--- src/rtl/queue_calc_sequencer_pkg.sv ---
// Shared types for the calculator-queue sequencer: queue opcodes, operator
// codes, FSM states and a small operator classification helper.
package queue_calc_sequencer_pkg;

  typedef enum logic [1:0] {
    Q_PUSH    = 2'b00,
    Q_NOP     = 2'b01,
    Q_COMBINE = 2'b10,
    Q_POP     = 2'b11
  } q_op_e;

  typedef enum logic [2:0] {
    OP_ADD    = 3'd0,
    OP_SUB    = 3'd1,
    OP_MUL    = 3'd2,
    OP_AND    = 3'd3,
    OP_OR     = 3'd4,
    OP_XOR    = 3'd5,
    OP_RESULT = 3'd6,
    OP_CLEAR  = 3'd7
  } calc_op_e;

  typedef enum logic [1:0] {
    ST_IDLE  = 2'd0,
    ST_ISSUE = 2'd1,
    ST_DRAIN = 2'd2
  } seq_state_e;

  function automatic logic is_alu_op(input calc_op_e op);
    return (op != OP_RESULT) && (op != OP_CLEAR);
  endfunction

endpackage

--- src/rtl/queue_calc_sequencer_if.sv ---
// Token stream, queue control/status and result handshake of one sequencer.
// The master modport is the sequencer side, slave is its environment.
interface queue_calc_sequencer_if #(parameter int DATA_W = 8);

  logic                  in_valid;
  logic                  in_is_op;
  logic [DATA_W-1:0]     in_data;
  logic                  in_ready;
  logic [1:0]            q_opcode;
  logic [DATA_W-1:0]     q_back;
  logic [2*DATA_W-1:0]   q_top_conc;
  logic                  q_is_empty;
  logic                  q_is_err;
  logic                  res_valid;
  logic [DATA_W-1:0]     res_data;
  logic                  res_ready;
  logic                  err;

  modport master (
    input  in_valid, in_is_op, in_data, q_top_conc, q_is_empty, q_is_err, res_ready,
    output in_ready, q_opcode, q_back, res_valid, res_data, err
  );

  modport slave (
    output in_valid, in_is_op, in_data, q_top_conc, q_is_empty, q_is_err, res_ready,
    input  in_ready, q_opcode, q_back, res_valid, res_data, err
  );

endinterface

--- src/rtl/queue_calc_sequencer_alu.sv ---
// Combinational 8-bit calculator ALU; a is the queue front, b the entry behind it.
module queue_calc_sequencer_alu
  import queue_calc_sequencer_pkg::*;
#(
  parameter int DATA_W = 8
) (
  input  logic [DATA_W-1:0] a,
  input  logic [DATA_W-1:0] b,
  input  calc_op_e          op,
  output logic [DATA_W-1:0] y
);

  // Operator decode; RESULT and CLEAR never produce a queue value
  always_comb begin
    y = {DATA_W{1'b0}};
    case (op)
      OP_ADD:  y = a + b;
      OP_SUB:  y = a - b;
      OP_MUL:  y = a * b;
      OP_AND:  y = a & b;
      OP_OR:   y = a | b;
      OP_XOR:  y = a ^ b;
      default: y = {DATA_W{1'b0}};
    endcase
  end

endmodule

--- src/rtl/queue_calc_sequencer.sv ---
// Initiator for the calculator queue: mirrors queue depth, issues push/combine/pop
// opcodes one token per two clocks, holds the final result and a sticky error.
module queue_calc_sequencer
  import queue_calc_sequencer_pkg::*;
#(
  parameter int DATA_W = 8,
  parameter int QDEPTH = 5,
  parameter int CNT_W  = 3
) (
  input logic                    clk,
  input logic                    rst,
  queue_calc_sequencer_if.master bus
);

  localparam logic [CNT_W-1:0] ZERO     = CNT_W'(0);
  localparam logic [CNT_W-1:0] ONE      = CNT_W'(1);
  localparam logic [CNT_W-1:0] TWO      = CNT_W'(2);
  localparam logic [CNT_W-1:0] QDEPTH_C = CNT_W'(QDEPTH);

  seq_state_e          state_r, state_s;
  logic [CNT_W-1:0]    depth_r, depth_s;
  q_op_e               q_opcode_r, q_opcode_s;
  logic [DATA_W-1:0]   q_back_r, q_back_s;
  logic                res_valid_r, res_valid_s;
  logic [DATA_W-1:0]   res_data_r, res_data_s;
  logic                err_r, err_s;

  logic                in_ready_s;
  logic                accept_s;
  calc_op_e            op_s;
  logic [DATA_W-1:0]   a_s, b_s, alu_y_s;

  assign a_s        = bus.q_top_conc[DATA_W-1:0];
  assign b_s        = bus.q_top_conc[2*DATA_W-1:DATA_W];
  assign op_s       = calc_op_e'(bus.in_data[2:0]);
  assign in_ready_s = (state_r == ST_IDLE) && !res_valid_r;
  assign accept_s   = bus.in_valid && in_ready_s;

  queue_calc_sequencer_alu #(.DATA_W(DATA_W)) u_alu (
    .a  (a_s),
    .b  (b_s),
    .op (op_s),
    .y  (alu_y_s)
  );

  // Next-state, queue command, result and error logic
  always_comb begin
    state_s     = state_r;
    depth_s     = depth_r;
    q_opcode_s  = q_opcode_r;
    q_back_s    = q_back_r;
    res_valid_s = res_valid_r;
    res_data_s  = res_data_r;
    err_s       = err_r;

    if (res_valid_r && bus.res_ready) begin
      res_valid_s = 1'b0;
    end else begin
      res_valid_s = res_valid_r;
    end

    // Queue outputs are only settled in IDLE, so the mirror is compared there
    if (bus.q_is_err) begin
      err_s = 1'b1;
    end else if ((state_r == ST_IDLE) && ((depth_r == ZERO) != bus.q_is_empty)) begin
      err_s = 1'b1;
    end else begin
      err_s = err_r;
    end

    case (state_r)
      ST_IDLE: begin
        if (!accept_s) begin
          state_s = ST_IDLE;
        end else if (!bus.in_is_op) begin
          if (depth_r < QDEPTH_C) begin
            q_opcode_s = Q_PUSH;
            q_back_s   = bus.in_data;
            depth_s    = depth_r + ONE;
            state_s    = ST_ISSUE;
          end else begin
            err_s = 1'b1;
          end
        end else if (is_alu_op(op_s)) begin
          if (depth_r >= TWO) begin
            q_opcode_s = Q_COMBINE;
            q_back_s   = alu_y_s;
            depth_s    = depth_r - ONE;
            state_s    = ST_ISSUE;
          end else begin
            err_s = 1'b1;
          end
        end else if (op_s == OP_RESULT) begin
          if (depth_r == ONE) begin
            res_data_s  = a_s;
            res_valid_s = 1'b1;
            q_opcode_s  = Q_POP;
            depth_s     = ZERO;
            state_s     = ST_ISSUE;
          end else begin
            err_s = 1'b1;
          end
        end else begin
          if (depth_r != ZERO) begin
            q_opcode_s = Q_POP;
            depth_s    = depth_r - ONE;
            state_s    = ST_DRAIN;
          end else begin
            state_s = ST_IDLE;
          end
        end
      end
      ST_ISSUE: begin
        q_opcode_s = Q_NOP;
        state_s    = ST_IDLE;
      end
      ST_DRAIN: begin
        if (depth_r != ZERO) begin
          q_opcode_s = Q_POP;
          depth_s    = depth_r - ONE;
        end else begin
          q_opcode_s = Q_NOP;
          state_s    = ST_IDLE;
        end
      end
      default: begin
        q_opcode_s = Q_NOP;
        state_s    = ST_IDLE;
      end
    endcase
  end

  // State and output registers
  always_ff @(posedge clk or posedge rst) begin
    if (rst) begin
      state_r     <= ST_IDLE;
      depth_r     <= ZERO;
      q_opcode_r  <= Q_NOP;
      q_back_r    <= {DATA_W{1'b0}};
      res_valid_r <= 1'b0;
      res_data_r  <= {DATA_W{1'b0}};
      err_r       <= 1'b0;
    end else begin
      state_r     <= state_s;
      depth_r     <= depth_s;
      q_opcode_r  <= q_opcode_s;
      q_back_r    <= q_back_s;
      res_valid_r <= res_valid_s;
      res_data_r  <= res_data_s;
      err_r       <= err_s;
    end
  end

  assign bus.in_ready  = in_ready_s;
  assign bus.q_opcode  = q_opcode_r;
  assign bus.q_back    = q_back_r;
  assign bus.res_valid = res_valid_r;
  assign bus.res_data  = res_data_r;
  assign bus.err       = err_r;

endmodule

--- src/flat_wrapper.sv ---
// flat-port wrapper written by rule: the top's interface ports become plain ports
module queue_calc_sequencer_flat import queue_calc_sequencer_pkg::*;
#(
  parameter int DATA_W = 8,
  parameter int QDEPTH = 5,
  parameter int CNT_W  = 3
)
  (clk, rst, bus_in_valid, bus_in_is_op, bus_in_data, bus_q_top_conc, bus_q_is_empty, bus_q_is_err, bus_res_ready, bus_in_ready, bus_q_opcode, bus_q_back, bus_res_valid, bus_res_data, bus_err);
  queue_calc_sequencer_if #(.DATA_W(DATA_W)) bus_i ();
  input logic clk;
  input logic rst;
  input wire logic [$bits(bus_i.in_valid)-1:0] bus_in_valid;
  input wire logic [$bits(bus_i.in_is_op)-1:0] bus_in_is_op;
  input wire logic [$bits(bus_i.in_data)-1:0] bus_in_data;
  input wire logic [$bits(bus_i.q_top_conc)-1:0] bus_q_top_conc;
  input wire logic [$bits(bus_i.q_is_empty)-1:0] bus_q_is_empty;
  input wire logic [$bits(bus_i.q_is_err)-1:0] bus_q_is_err;
  input wire logic [$bits(bus_i.res_ready)-1:0] bus_res_ready;
  output wire logic [$bits(bus_i.in_ready)-1:0] bus_in_ready;
  output wire logic [$bits(bus_i.q_opcode)-1:0] bus_q_opcode;
  output wire logic [$bits(bus_i.q_back)-1:0] bus_q_back;
  output wire logic [$bits(bus_i.res_valid)-1:0] bus_res_valid;
  output wire logic [$bits(bus_i.res_data)-1:0] bus_res_data;
  output wire logic [$bits(bus_i.err)-1:0] bus_err;
  assign bus_i.in_valid = bus_in_valid;
  assign bus_i.in_is_op = bus_in_is_op;
  assign bus_i.in_data = bus_in_data;
  assign bus_i.q_top_conc = bus_q_top_conc;
  assign bus_i.q_is_empty = bus_q_is_empty;
  assign bus_i.q_is_err = bus_q_is_err;
  assign bus_i.res_ready = bus_res_ready;
  assign bus_in_ready = bus_i.in_ready;
  assign bus_q_opcode = bus_i.q_opcode;
  assign bus_q_back = bus_i.q_back;
  assign bus_res_valid = bus_i.res_valid;
  assign bus_res_data = bus_i.res_data;
  assign bus_err = bus_i.err;
  queue_calc_sequencer #(.DATA_W(DATA_W), .QDEPTH(QDEPTH), .CNT_W(CNT_W)) u_core (.clk(clk), .rst(rst), .bus(bus_i));
endmodule
--- config.mk ---
export PLATFORM = sky130hd
export DESIGN_NAME = queue_calc_sequencer_flat
export DESIGN_NICKNAME = d
export VERILOG_FILES = /design/src/rtl/queue_calc_sequencer_pkg.sv /design/src/rtl/queue_calc_sequencer_if.sv /design/src/rtl/queue_calc_sequencer_alu.sv /design/src/rtl/queue_calc_sequencer.sv /design/src/flat_wrapper.sv
export SDC_FILE = /design/constraint.sdc
export NUM_CORES = 1
export LEC_CHECK = 0
export ABC_CLOCK_PERIOD_IN_PS = 2400
export BUFFER_PORTS_ARGS = -buffer_cell sky130_fd_sc_hd__buf_4
export CAP_MARGIN = 20
export CORE_MARGIN = 2
export CORE_UTILIZATION = 55
export DETAILED_ROUTE_END_ITERATION = 12
export HOLD_SLACK_MARGIN = 0.1
export PLACE_DENSITY = 0.78
export SLEW_MARGIN = 25
export SYNTH_ARGS = -nofsm -noshare
export SYNTH_HDL_FRONTEND = slang
export SYNTH_HIERARCHICAL = 1
export SYNTH_SLANG_ARGS = --single-unit
--- constraint.sdc ---
create_clock -name clk -period 2.4 [get_ports clk]
set_input_delay 0.48 -clock clk [delete_from_list [all_inputs] [get_ports clk]]
set_output_delay 0.48 -clock clk [all_outputs]
set_load 0.02 [all_outputs]
# == Word level (Yosys, flattened, before mapping) ==
# Index checks and enable logic that the tools add are counted.
# classes
add_sub_neg,4
n_mul,1
order_cmp,2
n_eq_ne,22
n_mux,51
n_bitwise,4
n_reduce_logical,17
# op_table
operator,count
$pmux W8 S6,1
$mux W2,18
$mux W8,4
$mux W3,8
$mux W1,17
$ne A5 B5 Y1 const B,3
$reduce_and A5 Y1,3
$eq A3 B3 Y1 const B,3
$ne A3 B3 Y1 const B,3
$add A8 B8 Y8,1
$and A8 B8 Y8,1
$mul A8 B8 Y8,1
$ne A4 B4 Y1 const B,2
$or A8 B8 Y8,1
$pmux W2 S2,2
$sub A8 B8 Y8,1
$xor A8 B8 Y8,1
$eq A3 B1 Y1 const B,2
$eq A3 B2 Y1 const B,2
$logic_not A3 Y1,2
$ne A2 B1 Y1 const B,3
$ne A6 B6 Y1 const B,1
$pmux W3 S2,1
$reduce_and A6 Y1,1
other kinds (14),19
# totals
ff_bits,25
input_bits,31
out_inout_bits,21

# == Logic depth before layout (Yosys ltp) ==
# Gate-level depths: netlist of run 1.
# depth
ltp_word,11
ltp_mapped,18
ltp_nobuf,17

# == Hierarchy ==
# Netlist of run 1, hierarchy kept.
# by_module_without_submodules
mod,instances,cells_per_inst,area_each_um2,seq_area_each_um2
queue_calc_sequencer_alu,1,255,1931.9,0.0
queue_calc_sequencer,1,130,1367.6,626.9

# == Least setup slack after synthesis of run 1 ==
# No wires, ideal clock.
# synth_timing
path_type,input to register
from,input port bus_q_top_conc[11]
to,register u_core.q_back_r[7] (netlist: u_core/bus.q_back[7])
setup_ns,0.134
t_arrival_ns,4.010
t_required_ns,2.266
path_slack_ns,-1.744
path_stages,16
path_buffers,1
path_cell_list,clkbuf_1 > nand2_1 > fa_1 > fa_1 > inv_1 > fa_1 > inv_1 > fa_1 > inv_1 > ha_1 > a21oi_1 > xnor2_1 > xnor2_1 > a221o_1 > mux2i_1 > o21ai_0
# synth_via
elab_chain_cells,5
elab_cells_between_ends,7
classes_between,2 x add/sub; 1 x mul; 4 x mux
# synth_rtl
item,line_no,source
start: declaration,flat_wrapper.sv:15,input wire logic [$bits(bus_i.q_top_conc)-1:0] bus_q_top_conc;
"$mul A8 B8 Y8, or another cell as far along",queue_calc_sequencer_alu.sv:19,OP_MUL: y = a * b;
$pmux W8 S6 (*),queue_calc_sequencer_alu.sv:16,case (op)
named net u_core.alu_y_s[7],queue_calc_sequencer.sv:31,"logic [DATA_W-1:0] a_s, b_s, alu_y_s;"
$mux W8 (*),queue_calc_sequencer.sv:85,if (depth_r >= TWO) begin
$mux W8 (*),queue_calc_sequencer.sv:84,end else if (is_alu_op(op_s)) begin
$mux W8 (*),queue_calc_sequencer.sv:75,end else if (!bus.in_is_op) begin
end signal: assignment,queue_calc_sequencer.sv:139,q_back_r <= {DATA_W{1'b0}};
end signal: assignment,queue_calc_sequencer.sv:147,q_back_r <= q_back_s;
end: declaration,queue_calc_sequencer.sv:23,"logic [DATA_W-1:0] q_back_r, q_back_s;"
# Mark *: on every way through the listed nets, which the timed path passes. The rest lies on a longest branch. The select of a mux whose other input is x is not followed.
# A chain may end at the register's enable or synchronous reset.

# == Final worst setup path of run 1 ==
# Ends and elaborated chain as after synthesis.

==> Flow_metrics.wiki, run 1 <==
{| class="wikitable"
! Metric !! Value
|-
| Period minus WS final || 3.94 ns
|-
| Share of flip-flops with an asynchronous set or reset after synthesis || 1.00
|-
| Worst max-slew margin expressed relative to the limit || 0.695
|-
| Fraction of final layout cells sized beyond drive strength 1 || 0.424
|-
| Sequential area share after synthesis || 0.190
|-
| GRT Total Usage || 0.317
|-
| Synth Area in Adders || 0.250
|-
| Starting density of the core || 0.564
|-
| Number of enable flip-flop cells after synthesis || 0
|-
| IO Port Bufs || 51
|-
| Final layout net count || 583
|-
| Worst voltage drop across the vdd grid || 0.505 mV
|-
| Dominant synthesized flop cell || sky130_fd_sc_hd__dfrtp_1
|-
| Leftover overflow at the end of global routing || 0
|-
| Synthesized-area fraction occupied by ao, oa, aoi and oai cells || 0.156
|-
| Final weighted congestion of routability-driven global placement || 0.934
|-
| Comb pwr share || 0.682
|-
| Area of the die || 0.00663 mm^2
|-
| Power spent charging and discharging nets || 1.40 mW
|-
| Post-place setup slack || -1.61 ns
|-
| IO Pins || 52
|-
| Count of max-cap constraint violations || 0
|-
| Clock buffer depth || 2
|-
| Setup skew after layout || 0.00387 ns
|-
| Worst min-delay path category || in2async
|-
| Number of DRC markers after the initial detailed-route iteration || 304
|-
| Average wire length per cell after detail routing || 19.1 um
|-
| Count of endpoints failing hold in the final timing report || 0
|-
| Insertion delay of the later-clocked pin in the worst-skew pair || 0.27 ns
|-
| Initial antenna violation count || 0
|-
| Number of instances in the synthesized netlist || 385
|-
| Final antenna diode count || 0
|-
| Global-route wire length before repair || 15800 um
|-
| Crit path DAT || 4.08 ns
|-
| Area grow syn2layout || 42.2%
|-
| Count of antenna-violating nets left after detailed routing || 0
|-
| Placement row count || 28
|-
| Overall via count from detail_route || 3241
|-
| RSZ-0062 raised after global routing || true
|-
| Type of the worst setup path || in2reg
|-
| Slew at the pin with the worst max-slew slack || 0.457 ns
|-
| Setup slack of the critical path after layout || -1.54 ns
|-
| Synth Cell Area || 0.00330 mm^2
|-
| Failing checks || negative setup slack
|-
| Total clock buffers created by CTS || 3
|-
| Status || finished with violations
|-
| Sort of element at the end of the critical path || register
|-
| End-of-flow core utilization || 0.802
|-
| Number of hold buffers added after cts || 0
|-
| Final setup violation count || 5
|-
| Element type at the critical path start || input port
|-
| Power per cell area || 660 mW/mm^2
|-
| Pin count of the biggest net entering global routing || 32
|-
| Warnings from Yosys || 6
|-
| Register share of total power || 0.234
|-
| Count of final max-slew check failures || 0
|-
| Final critical-path share of the clock period || 1.64
|-
| Clock root cell || sky130_fd_sc_hd__clkbuf_8
|-
| CTS tree || done
|-
| Sum of routed wire length over all layers || 10900 um
|-
| Vias in the first global route || 3317
|-
| Routed via count divided by cell count || 5.71
|-
| Core area || 0.00585 mm^2
|-
| Sw Share || 0.451
|-
| Post-DP HPWL || 7310 um
|-
| Total Power || 3.10 mW
|-
| Number of library cell types mapped by synthesis || 61
|-
| Top fanout value on the critical path || 4
|-
| Clock net sink count || 25
|-
| Iteration count of the initial detailed-routing pass || 5
|-
| Clk slew on worst S/H paths || 0.09 ns
|-
| Post-Synth Simple-Gate Area || 0.176
|-
| Synthesized area per cell || 8.57 um^2
|-
| Share of cell area taken by muxes after synthesis || 0.0641
|-
| Share of total power in the clock network || 0.085
|-
| Worst Reg2Reg Path Length in Cells || 7
|-
| Floorplan die height || 81.5 um
|-
| Fraction of synthesized cell area in xor and xnor cells || 0.0789
|-
| Static leakage || 2.29 nW
|-
| Flip-flop and latch count after synthesis || 25
|-
| Peak Freq || 0.254 GHz
|-
| Post-synthesis net count || 474
|-
| H-tree depth || 1
|-
| Worst EP required || 2.55 ns
|-
| Dominant combinational cell family by area after synthesis || adder cells
|-
| Residual DRC || 0
|-
| Horizontal die dimension || 81.5 um
|-
| Cell internal power dissipation || 1.70 mW
|}
## per-layer routing
layer  global-route usage  share of wire  vias to the layer above
li1                     -              -                     1510
met1                0.351           0.38                     1538
met2                0.565           0.51                      134
met3               0.0495          0.052                       59
met4                0.202          0.058                        0
met5                    0              0                        -
## critical path, cell delays in order
cell	delay (ns)
sky130_fd_sc_hd__buf_12	0.09
sky130_fd_sc_hd__ha_4	0.14
sky130_fd_sc_hd__inv_2	0.04
sky130_fd_sc_hd__fa_2	0.57
sky130_fd_sc_hd__inv_2	0.06
sky130_fd_sc_hd__ha_4	0.22
sky130_fd_sc_hd__fa_1	0.56
sky130_fd_sc_hd__inv_1	0.07
sky130_fd_sc_hd__fa_1	0.40
sky130_fd_sc_hd__xor2_1	0.24
sky130_fd_sc_hd__xnor2_1	0.18
sky130_fd_sc_hd__xnor2_1	0.17
sky130_fd_sc_hd__xnor2_1	0.17
sky130_fd_sc_hd__xnor2_1	0.10
sky130_fd_sc_hd__a221o_1	0.33
sky130_fd_sc_hd__mux2i_1	0.14
sky130_fd_sc_hd__o21ai_1	0.10
## cell usage after synthesis (5+ instances only)
cell type	count	area share
sky130_fd_sc_hd__xnor2_1	21	0.056
sky130_fd_sc_hd__nor3_1	6	0.0091
sky130_fd_sc_hd__xor2_1	5	0.013
sky130_fd_sc_hd__o21ai_0	27	0.041
sky130_fd_sc_hd__nand2_1	36	0.041
sky130_fd_sc_hd__nand2b_1	8	0.015
sky130_fd_sc_hd__ha_1	45	0.17
sky130_fd_sc_hd__a21oi_1	15	0.023
sky130_fd_sc_hd__dfrtp_1	24	0.18
sky130_fd_sc_hd__nor2b_1	5	0.0095
sky130_fd_sc_hd__clkbuf_1	5	0.0057
sky130_fd_sc_hd__fa_1	13	0.079
sky130_fd_sc_hd__mux2i_1	11	0.033
sky130_fd_sc_hd__inv_1	52	0.059
sky130_fd_sc_hd__nor2_1	30	0.034
sky130_fd_sc_hd__mux2_2	9	0.031
## sequential cells by signal, summed over array words and instances (netlist names)
name	count
u_core/bus.err	1
u_core/depth_r	3
u_core/bus.res_valid	1
u_core/bus.q_opcode	2
u_core/bus.res_data	8
u_core/state_r	2
u_core/bus.q_back	8
## placed cells by master, fill, tap and decap left out, types with 8 or more instances in the layout
master                     synthesis  routed
sky130_fd_sc_hd__nand2_1          36      31
sky130_fd_sc_hd__xnor2_1          21      19
sky130_fd_sc_hd__dfrtp_1          24      24
sky130_fd_sc_hd__nand2b_1          8       8
sky130_fd_sc_hd__buf_4             2     103
sky130_fd_sc_hd__buf_6             3       8
sky130_fd_sc_hd__ha_4              0      13
sky130_fd_sc_hd__nor2_1           30      23
sky130_fd_sc_hd__a21oi_1          15      12
sky130_fd_sc_hd__ha_1             45      32
sky130_fd_sc_hd__mux2i_1          11      11
sky130_fd_sc_hd__fa_1             13       8
sky130_fd_sc_hd__mux2_2            9       8
sky130_fd_sc_hd__inv_1            52      35
sky130_fd_sc_hd__o21ai_0          27      19
sky130_fd_sc_hd__inv_2             0      11
## kinds of logic (layout without fill, tap and decap cells)
group           Yosys count  after routing
simple gates            111            111
mux                      20             20
xor+xnor                 28             28
fa+ha+maj                58             58
flops                    25             25
compound gates           77             77
buf+inv                  66            174
## final timing paths
| check | start | to | slack [ns] |
|---|---|---|---|
| max reg2reg | u_core/depth_r[1] | u_core/bus.q_opcode[1] | 0.43 |
| max in group asynchronous | rst | u_core/bus.q_opcode[0] | 1.85 |
| min | rst | u_core/bus.res_data[7] | 0.25 |
| min in group clk | bus_q_is_err | u_core/bus.err | 0.40 |
| min reg2reg | u_core/bus.q_back[5] | u_core/bus.q_back[5] | 0.50 |
| max | bus_q_top_conc[11] | u_core/bus.q_back[7] | -1.54 |
## through the flow
stage / hold WS (ns) / cells / instance area [um^2] / setup TNS, ns
after floorplan: 0.507 / 385 / 3420 / -4.22
after global placement: 0.466 / 556 / 4230 / -6.24
after detailed placement: 0.476 / 556 / 4230 / -6.76
after CTS: 0.261 / 567 / 4570 / -4.33
after global routing: 0.284 / 568 / 4690 / -5.58
final: 0.249 / 568 / 4690 / -4.95
## layout make-up
class                   count  area [um^2]
multi-input cells         294         2720
clock buffers               4         45.0
inverters                  52          210
fillers                   369         1160
flip-flops and latches     25          627
repair buffers            118          993
well taps                  75         93.8
## what timing repair did
| item | in CTS | in global routing |
|---|---|---|
| resized for setup | 58 | 30 |
| buffers inserted | 7 | 1 |
| endpoints found under the setup margin | 6 | 6 |
| pin swaps | 24 | 17 |
## power by group through the flow
stage                     combinational (mW)  sequential, mW  clock [mW]
after floorplan                         1.04           0.869           0
after global placement                  1.75           0.722           0
after detailed placement                1.82           0.731           0
after CTS                               1.95           0.722       0.267
after global routing                    2.29           0.746       0.281
final                                   2.11           0.723       0.262
No activity file was read; power rests on OpenSTA's default activity.
==> inputs of run 2 (changes only) <==
--- a/config.mk
+++ b/config.mk
@@ -5,14 +5,16 @@
 export SDC_FILE = /design/constraint.sdc
 export NUM_CORES = 1
 export LEC_CHECK = 0
-export ABC_CLOCK_PERIOD_IN_PS = 2400
+export ABC_CLOCK_PERIOD_IN_PS = 4450
 export BUFFER_PORTS_ARGS = -buffer_cell sky130_fd_sc_hd__buf_4
 export CAP_MARGIN = 20
 export CORE_MARGIN = 2
 export CORE_UTILIZATION = 55
+export CTS_CLUSTER_DIAMETER = 200
 export DETAILED_ROUTE_END_ITERATION = 12
 export HOLD_SLACK_MARGIN = 0.1
 export PLACE_DENSITY = 0.78
+export REMOVE_ABC_BUFFERS = 1
 export SLEW_MARGIN = 25
 export SYNTH_ARGS = -nofsm -noshare
 export SYNTH_HDL_FRONTEND = slang
==> constraint.sdc (replaced) <==
create_clock -name clk -period 4.45 [get_ports clk]
set_input_delay 0.89 -clock clk [delete_from_list [all_inputs] [get_ports clk]]
set_output_delay 0.89 -clock clk [all_outputs]
set_load 0.02 [all_outputs]
==> run 2 against run 1 <==
Net effect:
- sequential share of layout area increased by 2.4 points
- via count down 8.9%
- cell count shrank 6.5%
- first-iteration DRC count fell by 31%
- the run now ends clean
- global-route usage is 5.7 points lower
- hold slack improved by 0.24 ns
- combinational power is 55% lower
- clock skew increased by 0.0026 ns
==> Flow_metrics.wiki, run 2 (same netlist as run 1, synthesis figures left out) <==
{| class="wikitable"
! Metric !! Value
|-
| Fin area || 0.00399 mm^2 (-15%)
|-
| Count of endpoints failing hold in the final timing report || 0 (unchanged)
|-
| Critical register-to-register path startpoint || u_core/depth_r[0]
|-
| Insertion delay of the later-clocked pin in the worst-skew pair || 0.27 ns (about the same)
|-
| Horizontal die dimension || 81.5 um (unchanged)
|-
| Status || complete, no violations
|-
| Initial antenna violation count || 0 (unchanged)
|-
| Flop2flop setup slack || 2.41 ns (+1.98 ns)
|-
| Most used cells in the layout excluding fill and tap cells || 81 x sky130_fd_sc_hd__buf_4, 51 x sky130_fd_sc_hd__inv_1, 43 x sky130_fd_sc_hd__ha_1, 36 x sky130_fd_sc_hd__nand2_1, 30 x sky130_fd_sc_hd__nor2_1
|-
| Peak Freq || 0.234 GHz
|-
| Placed cell areas || 0.00391 mm^2 (-7.5%)
|-
| Setup crit start || bus_q_top_conc[10]
|-
| Worst max-slew margin expressed relative to the limit || 0.579 (-0.116)
|-
| End-of-flow core utilization || 0.682 (-0.120)
|-
| Sum of met2 wire segment lengths after detailed routing || 3880 um (-30%)
|-
| Count of max-cap constraint violations || 0 (unchanged)
|-
| Sum of routed wire length over all layers || 8070 um (-26%)
|-
| Final setup violation count || 0 (-5)
|-
| IO Port Bufs || 51 (unchanged)
|-
| Setup skew after layout || 0.00651 ns (+0.00264 ns)
|-
| Total clock buffers created by CTS || 3 (unchanged)
|-
| Post-DP HPWL || 6600 um (-9.7%)
|-
| Global-route wire length before repair || 13500 um (-15%)
|-
| Period minus WS final || 4.27 ns
|-
| Worst EP required || 4.58 ns (+2.03 ns)
|-
| Pin count of the biggest net entering global routing || 33 (+3.1%)
|-
| End point of the critical path || u_core/bus.q_back[7]
|-
| Average wire length per cell after detail routing || 15.2 um (-21%)
|-
| Vias in the first global route || 2897 (-13%)
|-
| Element type at the critical path start || input port
|-
| Static leakage || 2.05 nW (-11%)
|-
| Commonest non-fill, non-tap cell in the layout || sky130_fd_sc_hd__buf_4
|-
| Clock root cell || sky130_fd_sc_hd__clkbuf_8
|-
| Overall via count from detail_route || 2954 (-8.9%)
|-
| Residual DRC || 0 (unchanged)
|-
| Setup slack of the critical path after layout || 0.176 ns (+1.71 ns)
|-
| Area grow syn2layout || 20.9%
|-
| Worst voltage drop across the vdd grid || 0.258 mV (-49%)
|-
| Power per cell area || 368 mW/mm^2 (-44%)
|-
| End of the worst register-to-register path || u_core/bus.q_back[3]
|-
| Iteration count of the initial detailed-routing pass || 5 (unchanged)
|-
| Count of final max-slew check failures || 0 (unchanged)
|-
| Detailed route wirelength on metal3 || 494 um (-13%)
|-
| Core area || 0.00585 mm^2 (unchanged)
|-
| H-tree depth || 1 (unchanged)
|-
| Final sum of negative setup slack || 0 ns (+4.95 ns)
|-
| Beginning of the worst hold path || u_core/bus.err
|-
| Final critical-path share of the clock period || 0.960
|-
| Leftover overflow at the end of global routing || 0 (unchanged)
|-
| Worst Reg2Reg Path Length in Cells || 6 (-1)
|-
| Number of placed instances with taps included || 527 (-5.2%)
|-
| Post-Route M1 WL || 3570 um (-14%)
|-
| Top layer used by detailed routing || met4
|-
| Final antenna diode count || 0 (unchanged)
|-
| CTS tree || done
|-
| Count of antenna-violating nets left after detailed routing || 0 (unchanged)
|-
| Sort of element at the end of the critical path || register
|-
| IO Pins || 52 (unchanged)
|-
| Post-place setup slack || -0.197 ns (+1.41 ns)
|-
| Type of the worst setup path || in2reg
|-
| Clock buffer depth || 2 (unchanged)
|-
| Floorplan die height || 81.5 um (unchanged)
|-
| Clock net sink count || 25 (unchanged)
|-
| Final layout net count || 546 (-6.3%)
|-
| GRT Total Usage || 0.261 (-0.0568)
|-
| Top fanout value on the critical path || 5 (+1)
|-
| Clk slew on worst S/H paths || 0.09 ns (about the same)
|-
| Crit path DAT || 4.40 ns (+0.32 ns)
|-
| Number of DRC markers after the initial detailed-route iteration || 209 (-31%)
|-
| Slew at the pin with the worst max-slew slack || 0.632 ns (+0.174 ns)
|-
| Fraction of final layout cells sized beyond drive strength 1 || 0.259 (-0.165)
|-
| Starting density of the core || 0.564 (unchanged)
|-
| Worst min-delay path category || reg2reg
|-
| Placement row count || 28 (unchanged)
|-
| Final Non-Filler Cells || 531 (-6.5%)
|-
| Final weighted congestion of routability-driven global placement || 0.890 (-4.7%)
|-
| Routed via count divided by cell count || 5.56 (-2.5%)
|-
| Area of the die || 0.00663 mm^2 (unchanged)
|}
[run 2: worst max-delay path, cell delays in order]
cell and delay [ns]:
sky130_fd_sc_hd__buf_4 0.11, sky130_fd_sc_hd__nand2_1 0.09, sky130_fd_sc_hd__fa_2 0.40, sky130_fd_sc_hd__fa_1 0.54, sky130_fd_sc_hd__inv_1 0.05, sky130_fd_sc_hd__fa_1 0.47, sky130_fd_sc_hd__inv_1 0.05, sky130_fd_sc_hd__fa_1 0.54
sky130_fd_sc_hd__inv_1 0.07, sky130_fd_sc_hd__ha_4 0.24, sky130_fd_sc_hd__a21oi_2 0.16, sky130_fd_sc_hd__xnor2_1 0.15, sky130_fd_sc_hd__xnor2_1 0.11, sky130_fd_sc_hd__a221o_1 0.33, sky130_fd_sc_hd__mux2i_1 0.13, sky130_fd_sc_hd__o21ai_0 0.08
[run 2: how the worst min path moves through the flow]
stage / endpoint / depth (start not counted)
2_1_floorplan: u_core/depth_r[1] / 1
3_3_place_gp: u_core/bus.err / 2
3_5_place_dp: u_core/bus.err / 2
4_1_cts: u_core/bus.err / 2
5_1_grt: u_core/bus.err / 2
6_report: u_core/bus.err / 2
[run 2: area by class of cell]
class / instances / area, um^2
Clock buffer: 4 / 45.0
Fill cell: 458 / 1860
Inverter: 52 / 195
Multi-Input combinational cell: 294 / 2420
Sequential cell: 25 / 627
Tap cell: 75 / 93.8
Timing Repair Buffer: 81 / 608
[run 2: power breakdown]
group	total (mW)	switching [mW]	internal (mW)
Sequential	0.390	0.0722	0.318
Combinational	0.941	0.504	0.437
Clock	0.137	0.0725	0.0640
Total	1.47	0.649	0.819
[run 2: repair_timing]
| item | 4_1_cts | 5_1_grt |
|---|---|---|
| gates resized for setup | 0 | 6 |
| endpoints found under the setup margin | 0 | 2 |
| setup buffers | 0 | 0 |
| hold buffers | 0 | 0 |
[run 2: layer usage]
| layer | up-vias | global-route usage |
|---|---|---|
| li1 | 1434 | - |
| met5 | - | 0 |
| met3 | 10 | 0.0374 |
| met1 | 1402 | 0.347 |
| met4 | 0 | 0.0424 |
| met2 | 108 | 0.456 |
[run 2: per-stage QoR]
step           hold slack, ns  power, mW
2_1_floorplan           0.569      0.972
3_3_place_gp            0.462       1.28
3_5_place_dp            0.472       1.31
4_1_cts                 0.498       1.45
5_1_grt                 0.520       1.60
6_report                0.493       1.47
==> inputs of run 3 (changes only) <==
--- a/config.mk
+++ b/config.mk
@@ -5,7 +5,7 @@
 export SDC_FILE = /design/constraint.sdc
 export NUM_CORES = 1
 export LEC_CHECK = 0
-export ABC_CLOCK_PERIOD_IN_PS = 4450
+export ABC_CLOCK_PERIOD_IN_PS = 5300
 export BUFFER_PORTS_ARGS = -buffer_cell sky130_fd_sc_hd__buf_4
 export CAP_MARGIN = 20
 export CORE_MARGIN = 2
==> constraint.sdc (replaced) <==
create_clock -name clk -period 5.3 [get_ports clk]
set_input_delay 1.06 -clock clk [delete_from_list [all_inputs] [get_ports clk]]
set_output_delay 1.06 -clock clk [all_outputs]
set_load 0.02 [all_outputs]
==> run 3 against run 2 <==
Net effect:
- via count decreased by 6.2%
- non-clock buffer count shrank 30
- register-to-register slack better by 0.86 ns
- first-iteration DRC count is 44% lower
- critical path type unchanged
- final area decreased by 6.4%
==> Flow_metrics.wiki, run 3 (same netlist as run 1, synthesis figures left out) <==
{| class="wikitable"
! Metric !! Value
|-
| Status || complete, no violations
|-
| Element type at the critical path start || input port
|-
| Pin count of the biggest net entering global routing || 33 (unchanged)
|-
| Leftover overflow at the end of global routing || 0 (unchanged)
|-
| Fraction of final layout cells sized beyond drive strength 1 || 0.200 (-0.0592)
|-
| Initial antenna violation count || 0 (unchanged)
|-
| Number of DRC markers after the initial detailed-route iteration || 117 (-44%)
|-
| Routed via count divided by cell count || 5.53 (-0.61%)
|-
| Residual DRC || 0 (unchanged)
|-
| End of the worst register-to-register path || u_core/bus.q_back[3]
|-
| Final layout net count || 516 (-5.5%)
|-
| Beginning of the worst hold path || u_core/bus.q_back[6]
|-
| Slew at the pin with the worst max-slew slack || 0.639 ns (+0.00773 ns)
|-
| Setup slack of the critical path after layout || 0.582 ns (+0.406 ns)
|-
| Worst voltage drop across the vdd grid || 0.236 mV (-8.7%)
|-
| Post-DP HPWL || 6120 um (-7.3%)
|-
| Setup crit start || bus_q_top_conc[3]
|-
| Starting density of the core || 0.564 (unchanged)
|-
| Placement row count || 28 (unchanged)
|-
| Sum of routed wire length over all layers || 7610 um (-5.6%)
|-
| IO Port Bufs || 51 (unchanged)
|-
| Clock net sink count || 25 (unchanged)
|-
| Clock buffer depth || 2 (unchanged)
|-
| Power per cell area || 317 mW/mm^2 (-14%)
|-
| Crit path DAT || 4.85 ns (+0.45 ns)
|-
| Setup skew after layout || 0.00955 ns (+0.00303 ns)
|-
| Peak Freq || 0.212 GHz
|-
| Period minus WS final || 4.72 ns
|-
| Sort of element at the end of the critical path || register
|-
| Final antenna diode count || 0 (unchanged)
|-
| GRT Total Usage || 0.243 (-0.0178)
|-
| Power spent charging and discharging nets || 0.532 mW (-18%)
|-
| Number of hold buffers added after cts || 0 (unchanged)
|-
| CTS tree || done
|-
| Count of endpoints failing hold in the final timing report || 0 (unchanged)
|-
| Total clock buffers created by CTS || 3 (unchanged)
|-
| Type of the worst setup path || in2reg
|-
| Insertion delay of the later-clocked pin in the worst-skew pair || 0.27 ns (about the same)
|-
| Area grow syn2layout || 13.2%
|-
| Count of max-cap constraint violations || 0 (unchanged)
|-
| Final hold slack || 0.492 ns (-0.00186 ns)
|-
| Endpoint of the worst hold-timing path || u_core/bus.q_back[6]
|-
| Count of final max-slew check failures || 0 (unchanged)
|-
| Final sum of negative setup slack || 0 ns (unchanged)
|-
| Critical register-to-register path startpoint || u_core/depth_r[0]
|-
| Iteration count of the initial detailed-routing pass || 4 (-1)
|-
| Sw Share || 0.450 (+0.00800)
|-
| Count of antenna-violating nets left after detailed routing || 0 (unchanged)
|-
| Average wire length per cell after detail routing || 15.2 um (about the same)
|-
| Fin area || 0.00373 mm^2 (-6.4%)
|-
| Overall via count from detail_route || 2770 (-6.2%)
|-
| Core area || 0.00585 mm^2 (unchanged)
|-
| Most used cells in the layout excluding fill and tap cells || 51 x sky130_fd_sc_hd__buf_4, 51 x sky130_fd_sc_hd__inv_1, 45 x sky130_fd_sc_hd__ha_1, 36 x sky130_fd_sc_hd__nand2_1, 30 x sky130_fd_sc_hd__nor2_1
|-
| Cell internal power dissipation || 0.650 mW (-21%)
|-
| Vias in the first global route || 2804 (-3.2%)
|-
| Final critical-path share of the clock period || 0.890
|-
| Placed cell areas || 0.00369 mm^2 (-5.8%)
|-
| Gates resized, CTS repair || 0 (unchanged)
|-
| Clk slew on worst S/H paths || 0.09 ns (about the same)
|-
| H-tree depth || 1 (unchanged)
|-
| Final weighted congestion of routability-driven global placement || 0.965 (+8.4%)
|-
| Post CTS Setup Buffer Count || 0 (unchanged)
|-
| Floorplan die height || 81.5 um (unchanged)
|-
| Area of the die || 0.00663 mm^2 (unchanged)
|-
| Share of total power in the clock network || 0.096 (+0.003)
|-
| RSZ-0062 raised after global routing || false
|-
| Flop2flop setup slack || 3.27 ns (+0.86 ns)
|-
| Final setup violation count || 0 (unchanged)
|-
| IO Pins || 52 (unchanged)
|-
| Worst EP required || 5.44 ns (+0.86 ns)
|-
| Top fanout value on the critical path || 6 (+1)
|-
| Register share of total power || 0.277 (+0.011)
|-
| Worst Reg2Reg Path Length in Cells || 6 (unchanged)
|-
| Worst min-delay path category || reg2reg
|-
| Comb pwr share || 0.627 (-0.014)
|-
| Global-route wire length before repair || 12700 um (-5.7%)
|-
| Number of cells traversed by the worst hold path || 2 (unchanged)
|-
| Horizontal die dimension || 81.5 um (unchanged)
|-
| Static leakage || 1.91 nW (-6.9%)
|-
| Post-place setup slack || 0.311 ns (+0.509 ns)
|-
| Clock root cell || sky130_fd_sc_hd__clkbuf_8
|-
| Worst max-slew margin expressed relative to the limit || 0.574 (-0.00515)
|}
[run 3: worst max-delay path by stage]
stage / to / cells past startpoint
after floorplan: u_core/bus.q_back[7] / 15
after global placement: u_core/bus.q_back[7] / 17
after detailed placement: u_core/bus.q_back[7] / 17
after CTS: u_core/bus.q_back[7] / 17
after global routing: u_core/bus.q_back[7] / 17
final: u_core/bus.q_back[7] / 17
[run 3: through the flow]
| stage | utilization | cells | power (mW) |
|---|---|---|---|
| finish | 0.638 | 501 | 1.18 |
| global route | 0.638 | 501 | 1.29 |
| CTS | 0.638 | 501 | 1.19 |
| detailed placement | 0.630 | 497 | 1.07 |
| global placement | 0.630 | 497 | 1.05 |
| floorplan | - | 371 | 0.816 |
[run 3: layout make-up]
class	count	area [um^2]
clock buffer	3	41.3
sequential	25	627
fill	522	2120
inverter	52	195
timing repair buffer	51	383
tap	75	93.8
multi-input combinational	294	2390
clock inverter	1	5.00
[run 3: critical path, cell delays in order]
cell and delay (ns):
sky130_fd_sc_hd__buf_4 0.14, sky130_fd_sc_hd__ha_1 0.22, sky130_fd_sc_hd__inv_1 0.08, sky130_fd_sc_hd__fa_1 0.51, sky130_fd_sc_hd__inv_1 0.04, sky130_fd_sc_hd__ha_1 0.30, sky130_fd_sc_hd__fa_1 0.53, sky130_fd_sc_hd__inv_1 0.05
sky130_fd_sc_hd__fa_1 0.53, sky130_fd_sc_hd__inv_1 0.05, sky130_fd_sc_hd__ha_1 0.31, sky130_fd_sc_hd__a21oi_1 0.24, sky130_fd_sc_hd__xnor2_1 0.17, sky130_fd_sc_hd__xnor2_1 0.10, sky130_fd_sc_hd__a221o_1 0.31, sky130_fd_sc_hd__mux2i_1 0.13
sky130_fd_sc_hd__o21ai_0 0.08
[run 3: power by group through the flow]
stage | logic (mW) | registers (mW) | clock network [mW]
2_1_floorplan | 0.422 | 0.394 | 0
3_3_place_gp | 0.718 | 0.328 | 0
3_5_place_dp | 0.737 | 0.331 | 0
4_1_cts | 0.743 | 0.328 | 0.120
5_1_grt | 0.821 | 0.340 | 0.128
6_report | 0.741 | 0.327 | 0.114
[run 3: per-layer routing]
metal | share of wire | track usage | vias to the layer above
met5 | 0 | 0 | -
met4 | 0.0035 | 0.0305 | 0
met3 | 0.058 | 0.0418 | 4
met2 | 0.47 | 0.425 | 82
met1 | 0.47 | 0.323 | 1311
li1 | - | - | 1373
